File: config.mk
export PLATFORM = sky130hd
export DESIGN_NAME = mem_arbiter
export DESIGN_NICKNAME = d
export VERILOG_FILES = /design/src/rtl/mem_arbiter.sv
export SDC_FILE = /design/constraint.sdc
export NUM_CORES = 1
export LEC_CHECK = 0
export ABC_AREA = 1
export BUFFER_PORTS_ARGS = -buffer_cell sky130_fd_sc_hd__buf_4
export CAP_MARGIN = 25
export CORE_ASPECT_RATIO = 0.5
export CORE_MARGIN = 10
export CORE_UTILIZATION = 30
export CTS_BUF_LIST = sky130_fd_sc_hd__clkbuf_4 sky130_fd_sc_hd__clkbuf_8 sky130_fd_sc_hd__clkbuf_16
export DETAILED_ROUTE_END_ITERATION = 7
export PLACE_DENSITY = 0.89
export SYNTH_ARGS = -nofsm -noshare
export SYNTH_HDL_FRONTEND = slang
export SYNTH_SLANG_ARGS = --single-unit
File: constraint.sdc
create_clock -name clk -period 2.7 [get_ports clk]
set_clock_uncertainty 0.1 [all_clocks]
set_input_delay 0.675 -clock clk [delete_from_list [all_inputs] [get_ports clk]]
set_output_delay 0.675 -clock clk [all_outputs]
set_load 0.005 [all_outputs]
File: src/rtl/mem_arbiter.sv
// rtl/mem_arbiter.sv - fetch/load-store arbiter for the shared byte-enabled RAM
// Optional starvation guard: define MEM_ARB_STARVE_GUARD_EN.
module mem_arbiter #(
  parameter int ADDR_W       = 14,
  parameter int STARVE_LIMIT = 4
) (
  input  logic              clk,
  input  logic              rst,
  input  logic              if_req,
  input  logic [ADDR_W-1:0] if_addr,
  output logic              if_gnt,
  output logic              if_rvalid,
  output logic [31:0]       if_rdata,
  input  logic              d_req,
  input  logic              d_we,
  input  logic [ADDR_W-1:0] d_addr,
  input  logic [3:0]        d_byte_we,
  input  logic [31:0]       d_wdata,
  output logic              d_gnt,
  output logic              d_rvalid,
  output logic [31:0]       d_rdata,
  output logic              d_err,
  output logic [ADDR_W-1:0] mem_address,
  output logic [31:0]       mem_data_in,
  output logic              mem_we,
  output logic [3:0]        mem_byte_we,
  input  logic [31:0]       mem_data_out
);

  logic [6:0]  lane_span;
  logic        misaligned;
  logic        force_fetch;

  // Lanes touched after shifting into the word; anything past lane 3 crosses a word.
  assign lane_span  = {3'b000, d_byte_we} << d_addr[1:0];
  assign misaligned = (lane_span > 7'd15);

`ifdef MEM_ARB_STARVE_GUARD_EN
  logic [3:0] starve_cnt;

  assign force_fetch = (starve_cnt == 4'(STARVE_LIMIT));

  always_ff @(posedge clk) begin
    if (rst) begin
      starve_cnt <= 4'd0;
    end else if (if_gnt || !if_req) begin
      starve_cnt <= 4'd0;
    end else if (d_gnt && !force_fetch) begin
      starve_cnt <= starve_cnt + 4'd1;
    end
  end
`else
  assign force_fetch = 1'b0;
`endif

  assign d_gnt  = !rst && d_req && !(if_req && force_fetch);
  assign if_gnt = !rst && if_req && !d_gnt;

  always_comb begin
    mem_address = if_addr;
    mem_data_in = d_wdata;
    mem_we      = 1'b0;
    mem_byte_we = 4'b0000;
    if (d_gnt) begin
      mem_address = d_addr;
      if (!misaligned) begin
        mem_we      = d_we;
        mem_byte_we = d_byte_we;
      end
    end
  end

  // Response tag: who owns the access in flight, plus the load size for masking.
  logic       tag_valid;
  logic       tag_data;
  logic       tag_err;
  logic [3:0] tag_mask;

  always_ff @(posedge clk) begin
    if (rst) begin
      tag_valid <= 1'b0;
      tag_data  <= 1'b0;
      tag_err   <= 1'b0;
      tag_mask  <= 4'b0000;
    end else begin
      tag_valid <= if_gnt || (d_gnt && (!d_we || misaligned));
      tag_data  <= d_gnt;
      tag_err   <= d_gnt && misaligned;
      tag_mask  <= d_byte_we;
    end
  end

  logic [31:0] lane_mask;
  assign lane_mask = {{8{tag_mask[3]}}, {8{tag_mask[2]}}, {8{tag_mask[1]}}, {8{tag_mask[0]}}};

  // Gating with rst drops a response whose reset arrives while it is on the bus.
  assign if_rvalid = tag_valid && !tag_data && !rst;
  assign d_rvalid  = tag_valid && tag_data && !rst;
  assign d_err     = d_rvalid && tag_err;
  assign if_rdata  = if_rvalid ? mem_data_out : 32'h0;
  assign d_rdata   = (d_rvalid && !tag_err) ? (mem_data_out & lane_mask) : 32'h0;

endmodule

Yosys cells after proc, flatten, opt, wreduce, memory -nomap -nowiden:

Index checks and enable logic that the tools add are counted.

* register bits after elaboration: 7
* bits of input ports: 101
* logic and storage cells: 32
* output and inout bits: 120

* reduce and logical (&&, ||, !) cells: 18
* mux-type cells: 7
* bitwise logic cells: 1
* order comparisons: 1
* shift operators: 1

Operators by type and width (count)
* 32-bit 2-to-1 mux: 2
* 32-bit bitwise AND: 1
* 14-bit 2-to-1 mux: 1
* 1-bit logical AND: 11
* 4-bit 2-to-1 mux: 2
* 7-bit by 4-bit greater-than comparator with 1-bit output, second input constant: 1
* 4-bit by 2-bit left shift with 7-bit output: 1
* 1-bit logical NOT: 5
* 1-bit logical OR: 2
* 1-bit 2-to-1 mux: 2

Logic depth before layout (Yosys ltp):

* depth after elaboration: 5
* gate-level depth with buffers: 6
* depth with buffers taken out: 6

Worst setup path after synthesis:

No wires, ideal clock.

* path kind: input-to-output
* from: input port rst
* to: output port d_rdata[10]
* required time: 1925 ps
* arrival time: 1297 ps
* setup slack: 628 ps
* cell stages on the path: 4
* buffers on the path: 1
* cells stage by stage: buf_6 > nor2_4 > nand3_1 > nor2_1

* longest elaborated chain between the ends: 4

Ends and longest elaborated chain
* from (decl): line 8 `input logic rst,`
* 1-bit logical NOT: line 98 `assign d_rvalid = tag_valid && tag_data && !rst;`
* 1-bit logical AND: line 98
* via d_rvalid: line 20 `output logic d_rvalid,`
* 1-bit logical AND: line 101 `assign d_rdata = (d_rvalid && !tag_err) ? (mem_data_out & lane_mask) : 32'h0;`
* 32-bit 2-to-1 mux: line 101
* to (decl): line 21 `output logic [31:0] d_rdata,`

The timed path passes the listed nets, and every way through them passes these cells.

Worst setup path after layout:

* from: input port rst
* to: output port d_rdata[0]

* longest elaborated chain between the ends: 4

Ends and longest elaborated chain (line)
* 1-bit logical NOT: 98
* 1-bit logical AND: 98
* 1-bit logical AND: 101
* 32-bit 2-to-1 mux: 101

Every way passes these cells.

==> impl_metrics.yaml <==
worst_setup_path:
  cp.required_ns: 1.92
  path_class: "in2out"
  cp.arrival_ns: 1.68
  start_kind: "input port"
  cp_max_fo: 24
  worstSetupEndpointType: "output pin"
clocking:
  hold_buffers: 0
  cts.sinks: 7
  clockBufferDepth: 2
  cts-root-buf: "clkbuf_8"
  cts_tree: "done"
  cts_resized: 0
  htreeDepth: 1
  numCtsBuffers: 3
  clk_pin_slew_ns: 0.04
  post-cts-setup-buffers: 0
finish:
  mostFrequentLayoutCells: "buf_4, nand2_1, nor2_1"
  num_antenna_cells: 0
  fill_cells: 401
  drive_gt1_share_pct: 53.1
  layout.cells.non_filler: 406
  final_common_cell: "buf_4"
  areaGrowthSynthToFinish_pct: 74.7
  nets: 454
grt:
  grt_pass1_wl_mm: 8.47
  grt.total_usage_pct: 13.4
  grt_pass1_vias: 1680
  antenna_found_initial: 0
  grt_max_degree: 34
  grt-ovfl-total: 0
placement:
  place.port_buffers: 156
  dp_cells: 402
  dp_hpwl_mm: 5.06
  place_congestion: 0.775
yosys:
  yosys-top-cells-area: "buf_4, nor3_2, nand2_1"
  synthMuxAreaShare_pct: 0
  synthCells: 231
  synth.avg_cell_area_um2: 5.75
  synth_top_family_by_area: "simple AND/OR/NAND/NOR gates"
  synth_top_cell_by_area: "buf_4"
  syn-num-nets: 332
  ys_ff_latch: 7
  syn_area_um2: 1330
  yosys.area_share.simple_pct: 51.6
  synth_xor_area_share_pct: 0
  yosysUniqueCellTypes: 15
  synth_fa_ha_area_share_pct: 0
  synth_seq_area_share_pct: 10.6
  synth_top_area_share_pct: 20.4
  yosys_warnings: 0
  synth-compound-area-share_pct: 0.377
detailed_routing:
  postRouteAntennaNets: 0
  drt-initial-drc-count: 84
  wirelength_mm: 5.75
  wl_per_cell_um: 14.2
  drc: 0
  via_per_inst: 4.14
  firstDrtPassIters: 4
  dr_total_vias: 1679
die:
  pin_count: 221
  die_h_um: 67.0
  start_util_pct: 32.5
  dieArea_um2: 7650
  rows: 16
  core_area_um2: 4080
  die_w_um: 114
timing:
  fin_crit_sh_pct: 90.8
  maxSlewHeadroom_pct: 74.5
  period_needed_ns: 2.45
  worst-slew-pin-transition_ns: 0.382
  slew_viol_final: 0
  hold_viol: 0
  setup_tns_ns: 0
  rsz0062_at_grt: "false"
  fmax_mhz: 408
  setup_viol: 0
power_and_ir_drop:
  irDropWorstVdd_mv: 0.152
  leakage_nw: 1.43
  power_density_nw_per_um2: 216
min_path:
  hold_path_end: "tag_mask[0]"
  hold_start: "d_byte_we[0]"
  holdPathStages: 3
  hold_path.class: "in2reg"
flow_run:
  timing.max_cap.violations: 0
run_status:
  outcome: "completed"
-- final cells by class --
class,count,area (um^2),share of cell area [%]
clock buffers,4,48.8,2.10
inverters,48,183,7.87
multi-input cells,136,689,29.7
flip-flops and latches,7,140,6.04
well taps,54,67.6,2.91
repair buffers,157,1190,51.3
-- power breakdown --
part | switching [mW] | internal, mW
combinational | 0.108 | 0.130
sequential | 0.00219 | 0.110
clock | 0.0385 | 0.112
total | 0.148 | 0.352
-- critical path, stage by stage --
cell	delay (ns)
buf_4	0.17
nor2_4	0.15
nand2_4	0.22
nor3_1	0.28
buf_4	0.16
-- Yosys cell counts --
cell	n
buf_4	36
buf_6	4
clkinv_1	3
dfxtp_1	7
inv_1	44
inv_4	1
nand2_1	52
nand2_4	1
nand3_1	2
nor2_1	51
nor2_4	1
nor2_8	1
nor3_1	5
nor3_2	22
o21ai_0	1
-- layer usage --
layer | global-route usage (%) | part of all wire, % | routed length [um]
met3 | 7.06 | 10 | 596
met2 | 25.8 | 53 | 3040
met4 | 2.95 | 0.50 | 29
met5 | 3.33 | 0.63 | 36
met1 | 12.3 | 36 | 2050
-- per-stage QoR --
stage	setup slack, ns	power (mW)	cell area (um^2)	hold WS [ns]	utilization, %
after floorplan	0.628	0.246	1330	0.682	-
after global placement	0.350	0.351	2270	0.800	55.6
after detailed placement	0.265	0.354	2270	0.798	55.6
after CTS	0.265	0.507	2320	0.574	56.8
after global routing	0.196	0.539	2320	0.574	56.8
final	0.247	0.500	2320	0.573	56.8
-- flip-flops by register name, summed over array words and instances, names as in the netlist --
register,flops
tag_err,1
tag_valid,1
tag_mask,4
tag_data,1
-- kinds of logic (layout without fill, tap and decap cells) --
logic type / after synthesis / in the layout
AO/OA/AOI/OAI: 1 / 1
buffers and inverters: 88 / 209
flip-flops: 7 / 7
AND/OR/NAND/NOR: 135 / 135
-- worst max path at each step --
stage,startpoint,endpoint
detailed placement,rst,d_rdata[0]
CTS,rst,d_rdata[0]
global placement,rst,mem_address[1]
floorplan,rst,d_rdata[10]
finish,rst,d_rdata[0]
global route,rst,d_rdata[0]
(Power assumes the default switching activity.)
